`src/rtl/present_core_arbiter_if.sv`:
```
// Signal bundle linking two requesters, the arbiter and one shared PRESENT-80 encrypt core.
// Requesters hold reqN (with keyN/ptN valid) until acceptN pulses; doneN holds ct_out until ackN is sampled high.
interface present_core_arbiter_if;
    logic        req0;
    logic        req1;
    logic [79:0] key0;
    logic [79:0] key1;
    logic [63:0] pt0;
    logic [63:0] pt1;
    logic        accept0;
    logic        accept1;
    logic        done0;
    logic        done1;
    logic        ack0;
    logic        ack1;
    logic [63:0] ct_out;
    logic        busy;
    logic [79:0] core_key;
    logic [63:0] core_plaintext;
    logic        core_enable;
    logic [63:0] core_ciphertext;
    logic [1:0]  dbg_state;

    modport slave (
        input  req0, req1, key0, key1, pt0, pt1, ack0, ack1, core_ciphertext,
        output accept0, accept1, done0, done1, ct_out, busy,
               core_key, core_plaintext, core_enable, dbg_state
    );

    modport master (
        output req0, req1, key0, key1, pt0, pt1, ack0, ack1, core_ciphertext,
        input  accept0, accept1, done0, done1, ct_out, busy,
               core_key, core_plaintext, core_enable, dbg_state
    );
endinterface

```
`src/rtl/present_core_arbiter.sv`:
```
// Round-robin arbiter sharing one PRESENT-80 encrypt core between two requesters.
// Operands are latched on grant, enable is held for CORE_LATENCY cycles, then the result is captured.
module present_core_arbiter #(
    parameter int CORE_LATENCY = 32,
    parameter int CNT_W        = 6
) (
    input  logic                   clock,
    input  logic                   reset_n,
    present_core_arbiter_if.slave  bus
);
    typedef enum logic [1:0] {
        IDLE = 2'd0,
        RUN  = 2'd1,
        DONE = 2'd2
    } state_t;

    state_t             r_state;
    logic [CNT_W-1:0]   r_cnt;
    logic               r_last_grant;
    logic               r_grant;
    logic [79:0]        r_core_key;
    logic [63:0]        r_core_plaintext;
    logic               r_core_enable;
    logic [63:0]        r_ct_out;
    logic               r_accept0;
    logic               r_accept1;
    logic               r_done0;
    logic               r_done1;
    logic               r_busy;

    logic               w_any_req;
    logic               w_grant_sel;
    logic               w_ack_g;

    assign w_any_req   = bus.req0 | bus.req1;
    // With both requesting, the one that did not win last time gets the core.
    assign w_grant_sel = (bus.req0 & bus.req1) ? ~r_last_grant : bus.req1;
    assign w_ack_g     = r_grant ? bus.ack1 : bus.ack0;

    always_ff @(posedge clock) begin
        if (!reset_n) begin
            r_state          <= IDLE;
            r_cnt            <= '0;
            r_last_grant     <= 1'b1;
            r_grant          <= 1'b0;
            r_core_key       <= '0;
            r_core_plaintext <= '0;
            r_core_enable    <= 1'b0;
            r_ct_out         <= '0;
            r_accept0        <= 1'b0;
            r_accept1        <= 1'b0;
            r_done0          <= 1'b0;
            r_done1          <= 1'b0;
            r_busy           <= 1'b0;
        end else begin
            r_accept0 <= 1'b0;
            r_accept1 <= 1'b0;
            case (r_state)
                IDLE: begin
                    if (w_any_req) begin
                        r_grant          <= w_grant_sel;
                        r_last_grant     <= w_grant_sel;
                        r_core_key       <= w_grant_sel ? bus.key1 : bus.key0;
                        r_core_plaintext <= w_grant_sel ? bus.pt1 : bus.pt0;
                        r_core_enable    <= 1'b1;
                        r_cnt            <= CNT_W'(1);
                        r_accept0        <= ~w_grant_sel;
                        r_accept1        <= w_grant_sel;
                        r_busy           <= 1'b1;
                        r_state          <= RUN;
                    end
                end
                RUN: begin
                    if (r_cnt == CNT_W'(CORE_LATENCY)) begin
                        r_ct_out      <= bus.core_ciphertext;
                        r_core_enable <= 1'b0;
                        r_done0       <= ~r_grant;
                        r_done1       <= r_grant;
                        r_state       <= DONE;
                    end else begin
                        r_cnt <= r_cnt + CNT_W'(1);
                    end
                end
                DONE: begin
                    if (w_ack_g) begin
                        r_done0 <= 1'b0;
                        r_done1 <= 1'b0;
                        r_busy  <= 1'b0;
                        r_state <= IDLE;
                    end
                end
                default: begin
                    r_core_enable <= 1'b0;
                    r_done0       <= 1'b0;
                    r_done1       <= 1'b0;
                    r_busy        <= 1'b0;
                    r_state       <= IDLE;
                end
            endcase
        end
    end

    assign bus.accept0        = r_accept0;
    assign bus.accept1        = r_accept1;
    assign bus.done0          = r_done0;
    assign bus.done1          = r_done1;
    assign bus.ct_out         = r_ct_out;
    assign bus.busy           = r_busy;
    assign bus.core_key       = r_core_key;
    assign bus.core_plaintext = r_core_plaintext;
    assign bus.core_enable    = r_core_enable;
    assign bus.dbg_state      = r_state;
endmodule
```
`src/flat_wrapper.sv`:
```
// flat-port wrapper written by rule: the top's interface ports become plain ports
module present_core_arbiter_flat 
#(
    parameter int CORE_LATENCY = 32,
    parameter int CNT_W        = 6
)
  (clock, reset_n, bus_req0, bus_req1, bus_key0, bus_key1, bus_pt0, bus_pt1, bus_ack0, bus_ack1, bus_core_ciphertext, bus_accept0, bus_accept1, bus_done0, bus_done1, bus_ct_out, bus_busy, bus_core_key, bus_core_plaintext, bus_core_enable, bus_dbg_state);
  present_core_arbiter_if bus_i ();
  input  logic clock;
  input  logic reset_n;
  input wire logic [$bits(bus_i.req0)-1:0] bus_req0;
  input wire logic [$bits(bus_i.req1)-1:0] bus_req1;
  input wire logic [$bits(bus_i.key0)-1:0] bus_key0;
  input wire logic [$bits(bus_i.key1)-1:0] bus_key1;
  input wire logic [$bits(bus_i.pt0)-1:0] bus_pt0;
  input wire logic [$bits(bus_i.pt1)-1:0] bus_pt1;
  input wire logic [$bits(bus_i.ack0)-1:0] bus_ack0;
  input wire logic [$bits(bus_i.ack1)-1:0] bus_ack1;
  input wire logic [$bits(bus_i.core_ciphertext)-1:0] bus_core_ciphertext;
  output wire logic [$bits(bus_i.accept0)-1:0] bus_accept0;
  output wire logic [$bits(bus_i.accept1)-1:0] bus_accept1;
  output wire logic [$bits(bus_i.done0)-1:0] bus_done0;
  output wire logic [$bits(bus_i.done1)-1:0] bus_done1;
  output wire logic [$bits(bus_i.ct_out)-1:0] bus_ct_out;
  output wire logic [$bits(bus_i.busy)-1:0] bus_busy;
  output wire logic [$bits(bus_i.core_key)-1:0] bus_core_key;
  output wire logic [$bits(bus_i.core_plaintext)-1:0] bus_core_plaintext;
  output wire logic [$bits(bus_i.core_enable)-1:0] bus_core_enable;
  output wire logic [$bits(bus_i.dbg_state)-1:0] bus_dbg_state;
  assign bus_i.req0 = bus_req0;
  assign bus_i.req1 = bus_req1;
  assign bus_i.key0 = bus_key0;
  assign bus_i.key1 = bus_key1;
  assign bus_i.pt0 = bus_pt0;
  assign bus_i.pt1 = bus_pt1;
  assign bus_i.ack0 = bus_ack0;
  assign bus_i.ack1 = bus_ack1;
  assign bus_i.core_ciphertext = bus_core_ciphertext;
  assign bus_accept0 = bus_i.accept0;
  assign bus_accept1 = bus_i.accept1;
  assign bus_done0 = bus_i.done0;
  assign bus_done1 = bus_i.done1;
  assign bus_ct_out = bus_i.ct_out;
  assign bus_busy = bus_i.busy;
  assign bus_core_key = bus_i.core_key;
  assign bus_core_plaintext = bus_i.core_plaintext;
  assign bus_core_enable = bus_i.core_enable;
  assign bus_dbg_state = bus_i.dbg_state;
  present_core_arbiter #(.CORE_LATENCY(CORE_LATENCY), .CNT_W(CNT_W)) u_core (.clock(clock), .reset_n(reset_n), .bus(bus_i));
endmodule
```
`config.mk`:
```
export PLATFORM = sky130hd
export DESIGN_NAME = present_core_arbiter_flat
export DESIGN_NICKNAME = d
export VERILOG_FILES = /design/src/rtl/present_core_arbiter_if.sv /design/src/rtl/present_core_arbiter.sv /design/src/flat_wrapper.sv
export SDC_FILE = /design/constraint.sdc
export NUM_CORES = 1
export LEC_CHECK = 0
export CORE_AREA = 2 2 220 222
export CTS_CLUSTER_SIZE = 24
export DETAILED_ROUTE_END_ITERATION = 10
export DIE_AREA = 0 0 222 224
export PLACE_DENSITY_LB_ADDON = 0.15
export SLEW_MARGIN = 10
export SYNTH_ARGS = -nofsm -noshare
export SYNTH_HDL_FRONTEND = slang
export SYNTH_SLANG_ARGS = --single-unit
```
`constraint.sdc`:
```
create_clock -name clock -period 1.42 [get_ports clock]
set_input_delay 0.355 -clock clock [delete_from_list [all_inputs] [get_ports clock]]
set_output_delay 0.355 -clock clock [all_outputs]
set_load 0.02 [all_outputs]
```
==> out/metrics.csv, run 1 <==
metric,value,unit
1st-iter DRT viols,346,
headroom to the max-slew limit,0.797,
ant diodes,0,
Post-DP HPWL,30900,um
endpoints failing hold,0,
TritonCTS clock tree,yes,
Routability Congestion,0.794,
reg2reg end,u_core.bus.core_key[19],
"count leader, synth",dfxtp_1,
first-pass detailed-route iteration total,4,
Yosys top cell area share,0.494,
Final ANT Viol Nets,0,
Crit. End Element,flop,
Finish-stage setup viols,147,
post-synth top area cell,dfxtp_1,
Rows,80,
Seq cells post-synth,224,
layout cells sized above 1,0.461,
flop2flop setup slack,-0.07,ns
largest family of logic cells by synthesized area,compound AO/OA/AOI/OAI gates,
Worst Path Required,1.91,ns
post-synthesis sequential area ratio,0.494,
Routed WL,46500,um
Clock Latency Late Sink,0.57,ns
status,finished with violations,
multiplexer share of the synthesized area,0.159,
Worst Tran Pin Value,0.304,ns
port bufs,573,
All-Layer GR Usage,0.156,
Levels on crit path,6,
met1 wire length,17500,um
Post-Syn Nets,1365,
post-synthesis adder-cell area fraction,0.00275,
worst setup margin,-0.0693,ns
dominant synthesized flop cell,dfxtp_1,
P&R area growth vs syn,119,%
first-pass GRT wire length,60200,um
total clock sinks,224,
fin nets,2040,
Worst EP arrival,1.98,ns
synthesized area,9090,sq um
CP Class,flop to flop,
Num CTS Buffers,30,
largest net degree at the start of global routing,52,
grt ovf,0,
Non-Filler Instances,2312,
hold path endpoint,u_core.r_last_grant,
R2R depth,6,
placed cells,2182,
setup TNS,-4.20,ns
Post-Syn Area per Cell,9.04,sq um
max cap viols,0,
"critical path, cell by cell",nor3_4 -> buf_12 -> buf_16 -> clkbuf_16 -> o21ai_1 -> a21oi_1,
drt drc,0,
DR vias,10000,
met2 WL,24400,um
I/O Pins,574,
ys async rst share,0,
max layer used,met5,
vias in the first global route,9815,
Synth Instances,1005,
Reg2Reg Launch Point,u_core.bus.dbg_state[0],
final core occ,0.420,
max-slew violations,0,
library cells used by synthesis,37,
Worst Hold Depth,4,
min-delay worst type,input port to flop,
RSZ-0062 raised after global routing,true,
Clock Root Buffer,clkbuf_16,
Die X,222,um
hold wc startpoint,bus_req1,
compound-gate portion of the synthesized area,0.224,
xor-xnor portion of the synthesized cell area,0,
Crit path max-delay family,buffers and inverters,
via-per-instance ratio,4.34,
WP buf/inv,3,
LEAKAGE,7.79,nW
Max Buffers Root-to-Sink,3,
initial core utilization,0.192,
DR WL/cell,20.1,um
Worst path slowest cell,dfxtp_4,
"Period Utilization, post-route",1.05,
Yosys warnings,0,
post-synthesis simple-gate area fraction,0.0752,
Setup crit start kind,flop,
final worst path period need,1.49,ns
peak ir drop on the vdd network,0.000873,V
synth cell count leaders,"dfxtp_1 (224), a21oi_1 (176), o21ai_0 (152)",
Critical Path Max Stage Delay,0.37,ns
die area,49700,sq um
Post-synth EDFFs,0,
synth top area cells,"dfxtp_1 (49%), mux2i_1 (16%), a21oi_1 (9.7%)",
met3 WL,3250,um
Fmax,0.671,GHz
failing checks,setup timing,
H-Tree Depth,1,
area of the core,47300,sq um
"Max FO, Critical Path",12,
initial antenna violation count,2,
chip height,224,um
"Clk pin slew, worst setup/hold paths",0.06,ns
Clock Skew,0.00747,ns
Power Density,997,nW/um^2
==> cell families after synthesis <==
| group | Yosys count |
|---|---|
| mux | 144 |
| fa+ha+maj | 2 |
| flops | 224 |
| simple gates | 163 |
| buf+inv | 92 |
| compound gates | 380 |
==> where the power goes <==
part | leakage, nW | total, mW | internal (mW) | switching, mW
logic | 5.38 | 4.96 | 2.86 | 2.09
registers | 1.92 | 7.06 | 6.77 | 0.294
clock network | 0.490 | 7.83 | 4.85 | 2.98
total | 7.79 | 19.8 | 14.5 | 5.37
==> worst max path at each step <==
| stage | slack, ns | end | start |
|---|---|---|---|
| final | -0.07 | u_core.bus.core_key[19] | u_core.bus.dbg_state[0] |
| after global routing | -0.14 | u_core.bus.core_plaintext[44] | u_core.bus.dbg_state[0] |
| after CTS | -0.08 | u_core.r_cnt[3] | u_core.r_cnt[2] |
| after detailed placement | -0.80 | u_core.bus.core_key[14] | bus_req1 |
| after global placement | -0.78 | u_core.bus.core_key[14] | bus_req1 |
| after floorplan | -0.07 | u_core.bus.dbg_state[1] | u_core.bus.dbg_state[0] |
==> flip-flops by register name, indices dropped and copies added, names as in the netlist <==
signal and cells:
u_core.bus.dbg_state 2, u_core.bus.accept0 1, u_core.r_cnt 6, u_core.bus.done1 1
u_core.r_grant 1, u_core.bus.core_plaintext 64, u_core.bus.ct_out 64, u_core.bus.done0 1
u_core.bus.busy 1, u_core.r_last_grant 1, u_core.bus.accept1 1, u_core.bus.core_key 80
u_core.bus.core_enable 1
==> layout by cell type (no fill, tap or decap), types with 2 or more instances in the layout <==
master,instances
clkdlybuf4s50_1,354
buf_6,233
dfxtp_2,213
a21oi_1,137
mux2i_1,110
nand2_1,106
o21ai_0,92
buf_4,63
clkbuf_16,60
a21oi_2,38
o21ai_1,34
a21boi_1,34
buf_12,31
o21ai_2,25
mux2i_2,20
nand2_2,15
nand2_4,14
mux2i_4,14
buf_8,11
buf_16,8
nor2_1,7
dfxtp_1,7
clkbuf_1,6
a21boi_2,5
inv_1,4
bufinv_16,4
clkbuf_8,4
dfxtp_4,4
nand3_1,3
clkinv_2,3
nand2b_1,2
nor2b_1,2
and3_1,2
dlymetal6s2s_1,2
==> tightest hold or removal path, delay by kind of cell <==
kind	cells	cell delay [ns]
buf+inv	2	0.26
compound gates	2	0.18
==> per-stage QoR <==
stage | hold slack (ns) | setup slack (ns) | cell area, sq um | power [mW]
floorplan | 0.485 | -0.0650 | 9110 | 8.49
global placement | 0.441 | -0.777 | 16100 | 11.0
detailed placement | 0.447 | -0.797 | 16100 | 10.9
CTS | 0.236 | -0.0762 | 17800 | 19.2
global route | 0.268 | -0.135 | 19900 | 20.6
finish | 0.257 | -0.0693 | 19900 | 19.8
==> per-layer routing <==
layer,global-route usage,vias to the layer above
li1,-,4908
met1,0.169,4709
met2,0.284,344
met3,0.0518,66
met4,0.0519,4
met5,0,-
==> area by class of cell <==
| cell class | instances | area (sq um) |
|---|---|---|
| Multi-Input combinational cell | 689 | 4960 |
| Timing Repair Buffer | 731 | 8400 |
| Inverter | 4 | 15.0 |
| Fill cell | 4710 | 27400 |
| Sequential cell | 224 | 4770 |
| Tap cell | 615 | 769 |
| Clock inverter | 8 | 144 |
| Clock buffer | 41 | 853 |
==> timing repair <==
action                                  in CTS  in global routing
gates resized for setup                   1525                308
endpoints found under the setup margin     379                302
cloned                                       2                 36
hold buffers                                 0                  0
setup buffers                                4                 41
pin swaps                                    5                 45
endpoints found under the hold margin        0                  0
Power figures use the tool's default switching activity.
==> run 2, diff against run 1 <==
--- a/config.mk
+++ b/config.mk
@@ -6,10 +6,10 @@
 export NUM_CORES = 1
 export LEC_CHECK = 0
 export CORE_AREA = 2 2 220 222
+export CTS_CLUSTER_DIAMETER = 50
 export CTS_CLUSTER_SIZE = 24
 export DETAILED_ROUTE_END_ITERATION = 10
 export DIE_AREA = 0 0 222 224
-export PLACE_DENSITY_LB_ADDON = 0.15
 export SLEW_MARGIN = 10
 export SYNTH_ARGS = -nofsm -noshare
 export SYNTH_HDL_FRONTEND = slang
==> out/metrics.csv, run 2 (same netlist as run 1, synthesis figures left out) <==
metric,value,unit,change
status,finished with violations,,
failing checks,setup timing,,
Routability Congestion,0.824,,+3.8%
drt drc,0,,unchanged
Worst Path Required,1.07,ns,-0.84 ns
total clock sinks,224,,unchanged
final worst path period need,1.52,ns,+0.0354 ns
Multi-input gate area,4790,sq um,-3.5%
grt ovf,0,,unchanged
"critical path, cell by cell",buf_4 -> buf_6,,
max cap viols,0,,unchanged
Clock Root Buffer,clkbuf_16,,
max-slew violations,0,,unchanged
Die X,222,um,unchanged
worst setup margin,-0.105,ns,-0.0354 ns
Post-DP HPWL,27100,um,-12%
layout cells sized above 1,0.352,,-0.109
CP Class,flop to output port,,
max reg flops,80,,unchanged
sequential share of power,0.336,,-0.020
Non-Filler Instances,2329,,+0.74%
sw frac,0.276,,+0.00522
Clock Skew,0.0215,ns,+0.0140 ns
Power Density,1080,nW/um^2,+8.0%
total internal power,15.0,mW,+3.7%
H-Tree Depth,2,,+1
Clock Latency Late Sink,0.53,ns,-0.04 ns
Crit. End Element,output port,,
most frequent cells in the layout,"clkdlybuf4s50_1 (354), buf_4 (164), dfxtp_1 (163)",,
DR WL/cell,18.4,um,-8.7%
max layer used,met4,,
post-route cell area,19300,sq um,-3.3%
RSZ-0062 raised after global routing,true,,
Logic pwr share,0.238,,-0.012
placed cells,2186,,+0.18%
"Max FO, Critical Path",5,,-7
largest net degree at the start of global routing,45,,-13%
met1 wire length,16200,um,-7.5%
Worst Tran Pin Value,0.361,ns,+0.0572 ns
"Period Utilization, post-route",1.07,,+0.0249
port bufs,573,,unchanged
fin nets,2048,,+0.39%
1st-iter DRT viols,442,,+28%
power share of the clock group,0.427,,+0.032
initial antenna violation count,0,,-2
Num CTS Buffers,34,,+13%
chip height,224,um,unchanged
sw power,5.72,mW,+6.5%
peak ir drop on the vdd network,0.000613,V,-30%
Worst EP arrival,1.17,ns,-0.81 ns
Fmax,0.656,GHz,-2.3%
Placement Setup Slack,-0.757,ns,+0.0399 ns
ant diodes,0,,unchanged
Setup crit start kind,flop,,
met3 WL,2810,um,-13%
Filler cells,4596,,-2.4%
LEAKAGE,7.73,nW,-0.81%
"commonest non-fill, non-tap cell in the layout",clkdlybuf4s50_1,,
Rows,80,,unchanged
area of the core,47300,sq um,unchanged
I/O Pins,574,,unchanged
via-per-instance ratio,4.36,,+0.53%
# hold bufs at CTS,0,,unchanged
met2 WL,22600,um,-7.1%
Final ANT Viol Nets,0,,unchanged
Hold WS,0.267,ns,+0.0109 ns
DR vias,10200,,+1.3%
Max Buffers Root-to-Sink,3,,unchanged
first-pass detailed-route iteration total,4,,unchanged
min-delay worst type,input port to flop,,
TritonCTS clock tree,yes,,
Routed WL,42800,um,-8.0%
first-pass GRT wire length,57500,um,-4.5%
Critical Path Max Stage Delay,0.37,ns,about the same
die area,49700,sq um,unchanged
P&R area growth vs syn,112,%,
All-Layer GR Usage,0.148,,-0.00751
"Clk pin slew, worst setup/hold paths",0.06,ns,about the same
Finish-stage setup viols,174,,+18%
headroom to the max-slew limit,0.759,,-0.0374
Worst path slowest cell,dfxtp_4,,
storage element area,4570,sq um,-4.1%
vias in the first global route,10100,,+3.1%
endpoints failing hold,0,,unchanged
Post-DP Area,16100,sq um,-0.11%
initial core utilization,0.192,,unchanged
[run 2: changes by cell type in the layout (fill, tap and decap cells not counted), moves of 28 or more]
| cell | change |
|---|---|
| buf_6 | -183 |
| dfxtp_1 | +156 |
| dfxtp_2 | -155 |
| buf_4 | +101 |
| buf_2 | +60 |
| nand2_1 | +28 |
[run 2: stage by stage]
| step | TNS [ns] | utilization | power [mW] |
|---|---|---|---|
| 2_1_floorplan | -4.08 | - | 8.49 |
| 3_3_place_gp | -94.03 | 0.340 | 10.9 |
| 3_5_place_dp | -100.35 | 0.340 | 10.9 |
| 4_1_cts | -5.38 | 0.369 | 20.1 |
| 5_1_grt | -20.46 | 0.407 | 21.6 |
| 6_report | -7.63 | 0.407 | 20.7 |
[run 2: path summary, 6_finish.rpt]
check	cells after the start	endpoint	from	slack, ns
setup / recovery	2	bus_dbg_state[0]	u_core.bus.dbg_state[0]	-0.10
hold / removal	3	u_core.r_last_grant	reset_n	0.27
setup reg to reg	7	u_core.bus.core_key[49]	u_core.bus.dbg_state[0]	-0.10
hold reg to reg	2	u_core.bus.ct_out[44]	u_core.bus.ct_out[44]	0.45
[run 2: layout make-up]
class                   instances  area share
clock inverters                21      0.0144
multi-input cells             689       0.249
well taps                     615      0.0400
repair buffers                735       0.411
inverters                       4    0.000780
clock buffers                  41      0.0477
flip-flops and latches        224       0.237
[run 2: routing by layer]
layer	GRT usage	vias up
li1	-	4940
met5	0	-
met2	0.276	381
met1	0.160	4776
met4	0.0541	0
met3	0.0396	61
[run 2: worst max-delay path: cells and delay by family, from the launching register on]
kind,cells,cell delay (ns)
buf+inv,2,0.28
flops,1,0.37
[run 2: power groups by stage]
stage,sequential [mW],combinational [mW],clock [mW]
floorplan,7.47,1.02,0
global placement,7.02,3.85,0
detailed placement,7.02,3.86,0
CTS,6.90,4.12,9.07
global route,7.00,5.20,9.38
finish,6.96,4.93,8.84
[run 2: timing repair]
| action | 4_1_cts | 5_1_grt |
|---|---|---|
| resized for setup | 1096 | 332 |
| buffers inserted | 14 | 29 |
| pin swaps | 26 | 34 |
| setup endpoints to repair | 430 | 325 |
| gates cloned | 14 | 32 |
==> run 3, diff against run 2 <==
--- a/config.mk
+++ b/config.mk
@@ -14,3 +14,4 @@
 export SYNTH_ARGS = -nofsm -noshare
 export SYNTH_HDL_FRONTEND = slang
 export SYNTH_SLANG_ARGS = --single-unit
+export TNS_END_PERCENT = 10
==> out/metrics.csv, run 3 (same netlist as run 1, synthesis figures left out) <==
metric,value,unit,change
sequential share of power,0.359,,+0.023
chip height,224,um,unchanged
status,finished with violations,,
DR vias,9587,,-5.6%
Power Density,1110,nW/um^2,+3.0%
Num CTS Buffers,34,,unchanged
Final ANT Viol Nets,0,,unchanged
first-pass GRT wire length,54000,um,-6.1%
sw power,5.32,mW,-7.0%
Clock Root Buffer,clkbuf_16,,
"commonest non-fill, non-tap cell in the layout",clkdlybuf4s50_1,,
first-pass detailed-route iteration total,6,,+2
Routability Congestion,0.802,,-2.6%
largest net degree at the start of global routing,46,,+2.2%
min-delay worst type,input port to flop,,
setup TNS,-4.15,ns,+3.48 ns
Worst Setup EP,u_core.bus.ct_out[21],,
flop2flop setup slack,-0.1,ns,about the same
R2R depth,6,,-1
Routed WL,36200,um,-15%
met1 wire length,14400,um,-11%
Rows,80,,unchanged
met2 WL,18100,um,-20%
"Period Utilization, post-route",1.07,,-0.00477
All-Layer GR Usage,0.137,,-0.0116
initial antenna violation count,0,,unchanged
Fmax,0.659,GHz,+0.45%
power share of the clock group,0.445,,+0.018
P&R area growth vs syn,92.5,%,
total internal power,14.1,mW,-6.3%
Worst EP arrival,1.97,ns,+0.80 ns
Die X,222,um,unchanged
Worst Tran Pin Value,0.344,ns,-0.0165 ns
final core occ,0.369,,-0.0372
grt ovf,0,,unchanged
Setup crit start kind,flop,,
"Max FO, Critical Path",9,,+4
LEAKAGE,7.01,nW,-9.3%
1st-iter DRT viols,321,,-27%
layout cells sized above 1,0.296,,-0.0555
CP Class,flop to flop,,
total clock sinks,224,,unchanged
"Clk pin slew, worst setup/hold paths",0.06,ns,about the same
Clock Latency Late Sink,0.54,ns,about the same
most frequent cells in the layout,"clkdlybuf4s50_1 (356), a21oi_1 (171), buf_4 (160)",,
endpoints failing hold,0,,unchanged
ant diodes,0,,unchanged
fin nets,1975,,-3.6%
max cap viols,0,,unchanged
TritonCTS clock tree,yes,,
DR WL/cell,16.1,um,-13%
headroom to the max-slew limit,0.770,,+0.0110
Logic pwr share,0.195,,-0.043
die area,49700,sq um,unchanged
max reg flops,80,,unchanged
final worst path period need,1.52,ns,-0.00678 ns
CP startpoint,u_core.r_cnt[3],,
failing checks,setup timing,,
initial core utilization,0.192,,unchanged
drt drc,0,,unchanged
Worst path slowest cell,dfxtp_2,,
peak ir drop on the vdd network,0.000752,V,+23%
H-Tree Depth,2,,unchanged
vias in the first global route,9574,,-5.3%
Placement Setup Slack,-0.599,ns,+0.158 ns
worst setup margin,-0.0979,ns,+0.00678 ns
sw frac,0.274,,-0.00147
Clock Skew,0.0282,ns,+0.00672 ns
Crit. End Element,flop,,
max layer used,met4,,
Reg2Reg Launch Point,u_core.r_cnt[3],,
Finish-stage setup viols,132,,-24%
Max Buffers Root-to-Sink,3,,unchanged
RSZ-0062 raised after global routing,true,,
met3 WL,2970,um,+5.5%
Worst Path Required,1.87,ns,+0.80 ns
area of the core,47300,sq um,unchanged
I/O Pins,574,,unchanged
"critical path, cell by cell",nor4b_4 -> and3_4 -> buf_12 -> clkbuf_16 -> nand2_1 -> a21oi_1,,
Post-DP HPWL,27100,um,+0.22%
port bufs,573,,unchanged
Critical Path Max Stage Delay,0.33,ns,-0.04 ns
max-slew violations,0,,unchanged
reg2reg end,u_core.bus.ct_out[21],,
via-per-instance ratio,4.25,,-2.5%
-- run 3: power groups by stage --
| stage | Sequential [mW] | Combinational, mW | Clock, mW |
|---|---|---|---|
| floorplan | 7.47 | 1.01 | 0 |
| global placement | 7.02 | 3.78 | 0 |
| detailed placement | 7.02 | 3.80 | 0 |
| CTS | 6.92 | 3.65 | 8.93 |
| global route | 7.01 | 4.03 | 9.21 |
| finish | 6.97 | 3.78 | 8.64 |
-- run 3: how the worst min path moves through the flow --
stage | from | endpoint | slack, ns | cells after the start
after floorplan | u_core.r_cnt[1] | u_core.r_cnt[1] | 0.49 | 2
after global placement | u_core.bus.ct_out[56] | u_core.bus.ct_out[56] | 0.44 | 2
after detailed placement | u_core.bus.ct_out[56] | u_core.bus.ct_out[56] | 0.45 | 2
after CTS | reset_n | u_core.bus.core_plaintext[58] | 0.26 | 4
after global routing | reset_n | u_core.r_grant | 0.28 | 3
final | reset_n | u_core.bus.core_plaintext[58] | 0.29 | 4
-- run 3: stage by stage --
step	hold WS [ns]	total power [mW]	cells	cell area, sq um
floorplan	0.485	8.48	1005	9110
global placement	0.441	10.8	2185	16100
detailed placement	0.447	10.8	2185	16100
CTS	0.256	19.5	2250	16900
global route	0.281	20.3	2255	17500
finish	0.294	19.4	2255	17500
-- run 3: cell type report --
cell class | instances | area, sq um
clock buffer | 39 | 900
clock inverter | 22 | 267
fill | 4778 | 29900
inverter | 4 | 15.0
multi-input combinational | 689 | 4330
sequential | 224 | 4610
tap | 615 | 769
timing repair buffer | 662 | 6610
-- run 3: worst max-delay path, delay by kind of cell (launching register included) --
kind	cells	cell delay (ns)
and+or+nand+nor	3	0.67
DFF	1	0.33
buffers and inverters	2	0.31
AOI/OAI and AO/OA	1	0.11
-- run 3: routing by layer --
metal,GRT usage,vias up
met4,0.0360,0
li1,-,4783
met1,0.152,4391
met2,0.244,354
met5,0,-
met3,0.0508,59
-- run 3: timing repair --
| action | 4_1_cts | 5_1_grt |
|---|---|---|
| pin swaps | 2 | 12 |
| hold buffers | 0 | 0 |
| buffers inserted | 2 | 4 |
| endpoints found under the setup margin | 392 | 366 |
| cloned | 2 | 3 |
| gates resized for setup | 1099 | 271 |
